$ cat config.mk
export PLATFORM = sky130hd
export DESIGN_NAME = mul_pipe_unit
export DESIGN_NICKNAME = d
export VERILOG_FILES = /design/src/rtl/mul_pipe_unit.sv
export SDC_FILE = /design/constraint.sdc
export NUM_CORES = 2
export LEC_CHECK = 0
export ABC_AREA = 1
export BUFFER_PORTS_ARGS = -buffer_cell sky130_fd_sc_hd__buf_2
export CAP_MARGIN = 20
export CORE_ASPECT_RATIO = 1.75
export CORE_MARGIN = 2
export CORE_UTILIZATION = 60
export CTS_BUF_LIST = sky130_fd_sc_hd__clkbuf_16
export DETAILED_ROUTE_END_ITERATION = 6
export HOLD_SLACK_MARGIN = 0.12
export PLACE_DENSITY = 0.87
export RECOVER_POWER = 100
export SLEW_MARGIN = 20
export SYNTH_ARGS = -nofsm -noshare
export SYNTH_HDL_FRONTEND = slang
export SYNTH_SLANG_ARGS = --single-unit
$ cat constraint.sdc
create_clock -name i_clk -period 7.28 [get_ports i_clk]
set_clock_uncertainty 0.05 [all_clocks]
set_input_delay 0.728 -clock i_clk [delete_from_list [all_inputs] [get_ports i_clk]]
set_output_delay 0.728 -clock i_clk [all_outputs]
set_load 0.02 [all_outputs]
$ cat src/rtl/mul_pipe_unit.sv
// Three-stage RV32M multiply unit: operand magnitudes, unsigned array product, sign fix and half select.
// Optional completed-operation counter o_mul_count is built when MUL_PERF_CNT_EN is defined.
module mul_pipe_unit #(
    parameter int TAG_W = 6
) (
    input  logic             i_clk,
    input  logic             i_rst_n,
    input  logic             i_flush,
    input  logic             i_valid,
    output logic             o_ready,
    input  logic [1:0]       i_op,
    input  logic [31:0]      i_rs1,
    input  logic [31:0]      i_rs2,
    input  logic [TAG_W-1:0] i_tag,
    output logic             o_valid,
    input  logic             i_ready,
    output logic [31:0]      o_result,
    output logic [TAG_W-1:0] o_tag
`ifdef MUL_PERF_CNT_EN
    ,
    output logic [31:0]      o_mul_count
`endif
);

    localparam logic [1:0] OP_MUL    = 2'b00;
    localparam logic [1:0] OP_MULH   = 2'b01;
    localparam logic [1:0] OP_MULHSU = 2'b10;

    // Two's-complement negation wraps 0x80000000 onto itself, which is exactly its magnitude.
    function automatic logic [31:0] magnitude(input logic signed [31:0] v, input logic is_signed);
        logic signed [31:0] n;
        n = -v;
        return (is_signed && v[31]) ? n : v;
    endfunction

    function automatic logic [63:0] apply_sign(input logic [63:0] p, input logic neg);
        logic signed [63:0] s;
        s = neg ? -$signed(p) : $signed(p);
        return s;
    endfunction

    function automatic logic [31:0] select_half(input logic [63:0] p, input logic [1:0] op);
        return (op == OP_MUL) ? p[31:0] : p[63:32];
    endfunction

    logic             adv;
    logic             accept;
    logic             a_signed;
    logic             b_signed;
    logic             neg_in;

    logic             vld_p1, vld_p2, vld_p3;
    logic [31:0]      mag_a_p1, mag_b_p1;
    logic             neg_p1, neg_p2;
    logic [1:0]       op_p1, op_p2;
    logic [TAG_W-1:0] tag_p1, tag_p2;
    logic [63:0]      prod_p2;
    logic [63:0]      array_prod;

    // A full output register that is not being taken stalls the whole pipe.
    assign adv      = ~vld_p3 | i_ready;
    assign o_ready  = adv & ~i_flush;
    assign accept   = i_valid & o_ready;
    assign o_valid  = vld_p3;

    assign a_signed = (i_op == OP_MULH) | (i_op == OP_MULHSU);
    assign b_signed = (i_op == OP_MULH);
    assign neg_in   = (a_signed & i_rs1[31]) ^ (b_signed & i_rs2[31]);

    assign array_prod = {32'b0, mag_a_p1} * {32'b0, mag_b_p1};

    always_ff @(posedge i_clk or negedge i_rst_n) begin
        if (!i_rst_n) begin
            vld_p1 <= 1'b0;
            vld_p2 <= 1'b0;
            vld_p3 <= 1'b0;
        end else if (i_flush) begin
            vld_p1 <= 1'b0;
            vld_p2 <= 1'b0;
            vld_p3 <= 1'b0;
        end else if (adv) begin
            vld_p1 <= accept;
            vld_p2 <= vld_p1;
            vld_p3 <= vld_p2;
        end
    end

    always_ff @(posedge i_clk) begin
        if (adv) begin
            // Stage 1: operand magnitudes and result sign
            mag_a_p1 <= magnitude(i_rs1, a_signed);
            mag_b_p1 <= magnitude(i_rs2, b_signed);
            neg_p1   <= neg_in;
            op_p1    <= i_op;
            tag_p1   <= i_tag;
            // Stage 2: unsigned 64-bit array product
            prod_p2  <= array_prod;
            neg_p2   <= neg_p1;
            op_p2    <= op_p1;
            tag_p2   <= tag_p1;
        end
    end

    // Stage 3: sign correction and high/low selection into the output register
    always_ff @(posedge i_clk or negedge i_rst_n) begin
        if (!i_rst_n) begin
            o_result <= 32'd0;
            o_tag    <= '0;
        end else if (adv && vld_p2) begin
            o_result <= select_half(apply_sign(prod_p2, neg_p2), op_p2);
            o_tag    <= tag_p2;
        end
    end

`ifdef MUL_PERF_CNT_EN
    always_ff @(posedge i_clk or negedge i_rst_n) begin
        if (!i_rst_n) begin
            o_mul_count <= 32'd0;
        end else if (vld_p3 && i_ready && !i_flush) begin
            o_mul_count <= o_mul_count + 32'd1;
        end
    end
`endif

endmodule

# Word level (Yosys, flattened, before mapping)
# Cells that the tools add are included.
# Widths: inputs -> output; s select.
# totals
register_bits	187
input_bits	77
out_inout_bits	40
word_cells	44
# classes
add_sub_neg	3
multipliers	1
n_eq_ne	2
muxes	10
bitwise_logic	9
n_reduce_logical	5
# op_table
op	count
$mux 32	3
$mul 32x32->64	1
$mux 64	1
$neg 32->32	2
$neg 64->64	1
$mux 1	6
$and 1x1->1	4
$logic_and 1x1->1	3
$eq 2x1->1 const B	1
$eq 2x2->1 const B	1
$logic_not 2->1	1
$not 1->1	2
$or 1x1->1	2
$reduce_bool 2->1	1
$xor 1x1->1	1

# Depth between registers and ports, before layout
# logic_depth
word_depth	6
mapped_depth	28
mapped_depth_nobuf	27

# Worst setup path after synthesis
# Ideal clock, no wire load.
# synth_timing
path_kind	reg-to-reg
start	register mag_a_p1[31]
end	register prod_p2[54] (data pin)
setup_ps	252
arrival_time_ps	6066
required_ps	6978
slack_ps	912
stages_incl_launch_ff	26
n_path_buf	1
period_less_slack_ps	6368
cell_sequence	edfxtp_1 clkbuf_1 nand2_1 fa_1 inv_1 fa_1 fa_1 inv_1 fa_1 inv_1 fa_1 fa_1 fa_1 inv_1 fa_1 inv_1 ha_1 nand2_1 nor2_1 inv_1 nor3_1 nand2_1 nor2_1 nand2_1 nand3_1 nand2_1
# synth_between
elab_chain_len	1
# synth_lines
element	line_no	rtl
start, declared	53	logic [31:0] mag_a_p1, mag_b_p1;
start signal, assigned	91	mag_a_p1 <= magnitude(i_rs1, a_signed);
$mul 32x32->64	70	assign array_prod = {32'b0, mag_a_p1} * {32'b0, mag_b_p1};
named net array_prod[54]	58	logic [63:0] array_prod;
end signal, assigned	97	prod_p2 <= array_prod;
end, declared	57	logic [63:0] prod_p2;
# The timed path passes the listed nets, and every way through them passes these cells.
# A chain may end at the register's enable or synchronous reset.

# Final worst setup path
# layout_timing
start	register mag_b_p1[2]
end	register prod_p2[62] (data pin)
# layout_between
elab_chain_len	1
# layout_lines
element	line_no	rtl
start, declared	53	
start signal, assigned	92	mag_b_p1 <= magnitude(i_rs2, b_signed);
$mul 32x32->64	70	
named net array_prod[62]	58	
# The timed path passes the listed nets, and every way through them passes these cells.

==> implementation parameters <==
Parameter                              Value

Run status
  Run status ... finished with violations
  Violated checks ... capacitance limit, slew limit

Worst setup path
  Setup slack of the worst register-to-register path ... 0.08 ns
  Critical Setup Path Class ... flop to flop
  WP data required ... 7.49 ns
  Setup crit end kind ... flop
  Path depth of the worst reg2reg path ... 25
  Biggest fanout along the worst timing path ... 11
  Beginning of the worst register-to-register path ... mag_b_p1[2]
  R2R Path End ... prod_p2[62]
  Data arrival time of the worst path ... roughly 7.4 ns
  Setup crit start kind ... flop

Finish
  Layout overhead on the synthesized area ... 8.163%
  Share of cells above drive strength 1 ... 0.06276
  Antenna cell count ... 0
  Number of nets in the layout ... around 7400
  Cell area after layout ... 0.04935 mm^2

Clock tree
  Hold bufs inserted after CTS ... 0
  Clock sink count ... 187
  TritonCTS clock tree ... yes
  Post-CTS clock slew at the launch and capture registers of the worst setup and hold paths ... 0.09 ns
  Worst-Skew Late Latency ... approximately 0.53 ns
  Clock root buffer ... clkbuf_16
  H-tree depth ... 4
  Clock tree buffer depth ... 2
  CTS buffer count ... 17

Synthesis
  Total of flip-flops plus latches after synthesis ... about 190
  Synth top cells by count ... inv_1 (1782), nand2_1 (1691), fa_1 (896)
  Syn. warnings ... 0
  Synth async-reset ratio ... 0.2193
  Netlist area before placement ... 0.04563 mm^2
  Synth Flop Type ... edfxtp_1
  Dominant cell by count in the synthesized netlist ... inv_1
  Part of the Yosys area used for sequential elements ... 0.1186
  Post-synth net total ... slightly above 7000
  Area share of the leading cell type in the synthesized netlist ... 0.3931
  Count of distinct cell types in the synthesized netlist ... 45
  Gate count after technology mapping ... 5992
  Ranking of synthesized cells by area ... fa_1 (39%), inv_1 (15%), nand2_1 (14%)
  EDFF count, synth ... 146
  Synth area leader ... fa_1
  Average footprint of a synthesized cell ... approximately 7.6 um^2

Global route
  Global route overflow ... 0
  Global-route usage over all layers ... 0.3689
  Initial antenna violation count ... 2
  Vias in the first global route ... about 43000
  Global-route wire length before repair ... 218500 um
  Maximum number of pins on one net before global-route repair ... 73

Worst hold path
  Path class of the lowest-slack min-delay path ... input port to flop
  Hold path start ... i_flush
  Cell count of the worst hold path ... 2
  Sink of the worst hold path ... o_valid

Placed design
  Half-perimeter wire length of the detailed placement result ... 115200 um
  Number of input and output port buffers inserted ... around 120
  Area after detailed placement ... 0.04839 mm^2
  Weighted congestion reported at the end of routability-driven placement ... 1.057

STA
  Number of failing setup endpoints in the final timing report ... 0
  Slew Limit Fails ... between 200 and 300
  Relative slew slack ... -1.642
  Minimum period implied by the final worst setup slack ... 7.203 ns
  Pin slew with the least headroom to its limit ... 3.963 ns
  Tightest hold margin ... 0.3115 ns
  Max Clock Freq ... 0.1388 GHz
  Period Utilization, post-route ... 0.9895
  Final hold violations ... 0

Die
  Row count ... 133
  Core region area ... 0.07522 mm^2
  Vertical die dimension ... between 300 and 400 um
  Width of the die ... roughly 210 um
  Effective utilization at floorplan ... 0.6066
  IO Pins ... 117
  Area enclosed by the die boundary ... 0.07836 mm^2

Detailed routing
  Number of DRC markers in iteration 0 ... 3661
  Wirelength per Cell ... around 20 um
  First-pass DRT Iterations ... 7
  Remaining routing DRC violations ... 0
  Routed via count divided by cell count ... between 5 and 6
  Number of routed nets with antenna violations ... 0
  Final wirelength ... around 140000 um
  Routed vias ... 39260

Flow run
  Count of maximum capacitance violations ... 4
-- worst max-delay path, cell delays in order (launching register included) --
cell	delay, ns
edfxtp_1	0.42
buf_4	0.22
buf_4	0.15
nand2_1	0.05
inv_1	0.05
fa_1	0.52
inv_1	0.05
fa_1	0.49
fa_1	0.46
fa_1	0.56
inv_1	0.05
fa_1	0.50
fa_1	0.67
fa_1	0.50
fa_1	0.45
ha_1	0.39
nand2_1	0.12
buf_4	0.15
nor2_1	0.21
nand2_1	0.11
nor2_1	0.11
nand2_1	0.06
nand2_1	0.27
nand2_1	0.13
nand3_1	0.10
nand2_1	0.09
-- per-stage QoR --
stage / std cells / util / TNS, ns / setup slack, ns
final: 7146 / 0.6562 / 0 / 0.07680
after global routing: 7146 / 0.6562 / -0.6099 / -0.1267
after CTS: 7111 / 0.6520 / 0 / 0.03150
after detailed placement: 7076 / 0.6434 / 0 / 0.01262
after global placement: 7076 / 0.6434 / 0 / 0.08774
after floorplan: 5992 / - / 0 / 0.9115
-- worst max path at each step --
stage	from	end	slack, ns
2_1_floorplan	mag_a_p1[31]	prod_p2[54]	0.91
3_3_place_gp	mag_a_p1[11]	prod_p2[60]	0.09
3_5_place_dp	mag_a_p1[11]	prod_p2[61]	0.01
4_1_cts	mag_a_p1[19]	prod_p2[61]	0.03
5_1_grt	mag_b_p1[2]	prod_p2[62]	-0.13
6_report	mag_b_p1[2]	prod_p2[62]	0.08
-- cell type report --
type                            instances  area (um^2)
Clock buffer                           17        425.4
Clock inverter                         15        203.9
Fill cell                            6047        25860
Inverter                             1788         6711
Multi-Input combinational cell       3796        32660
Sequential cell                       187         5410
Tap cell                             1012         1266
Timing Repair Buffer                  331         2678
-- registers in the layout, indices dropped and copies added (netlist names), 2 cells and up --
name / flops
tag_p2: 6
op_p1: 2
o_result: 32
op_p2: 2
prod_p2: 64
o_tag: 6
mag_b_p1: 32
mag_a_p1: 32
tag_p1: 6
-- cells by family (layout without fill, tap and decap cells) --
| logic type | count (synthesis) | after routing | synth area share |
|---|---|---|---|
| AOI/OAI and AO/OA | 252 | 252 | 0.02994 |
| buffers and inverters | 2009 | 2151 | 0.1659 |
| adders and majority gates | 1163 | 1163 | 0.4663 |
| DFF | 187 | 187 | 0.1186 |
| and+or+nand+nor | 2288 | 2288 | 0.2014 |
| xor gates and xnor gates | 93 | 93 | 0.01785 |
-- per-layer routing --
metal | GRT usage | wire [um]
met1 | 0.3673 | 42210
met2 | 0.6568 | 71190
met3 | 0.06033 | 11630
met4 | 0.3222 | 15590
met5 | 0 | 0
-- cells in the final DEF (no fill, tap or decap), drive strengths merged, types with 2 or more instances in the layout --
master and count:
nand4 21, nand2 1709, clkinv 9, nor4 9, ha 267, o31ai 2, xor2 72, nor3 20
a31oi 7, a21oi 135, o21ai 92, a21o 3, o21bai 9, fa 896, nor2 332, buf 275
nand3 174, nand3b 14, clkbuf 73, or2 7, inv 1794, xnor2 21, edfxtp 146, dfrtp 41
-- what timing repair did --
item | CTS | global route
gates resized for setup | 0 | 26
buffers inserted | 3 | 35
endpoints found under the setup margin | 3 | 37
Power is not shown: default switching activity piles up to over one toggle a cycle in this logic, so the estimate is an artifact.
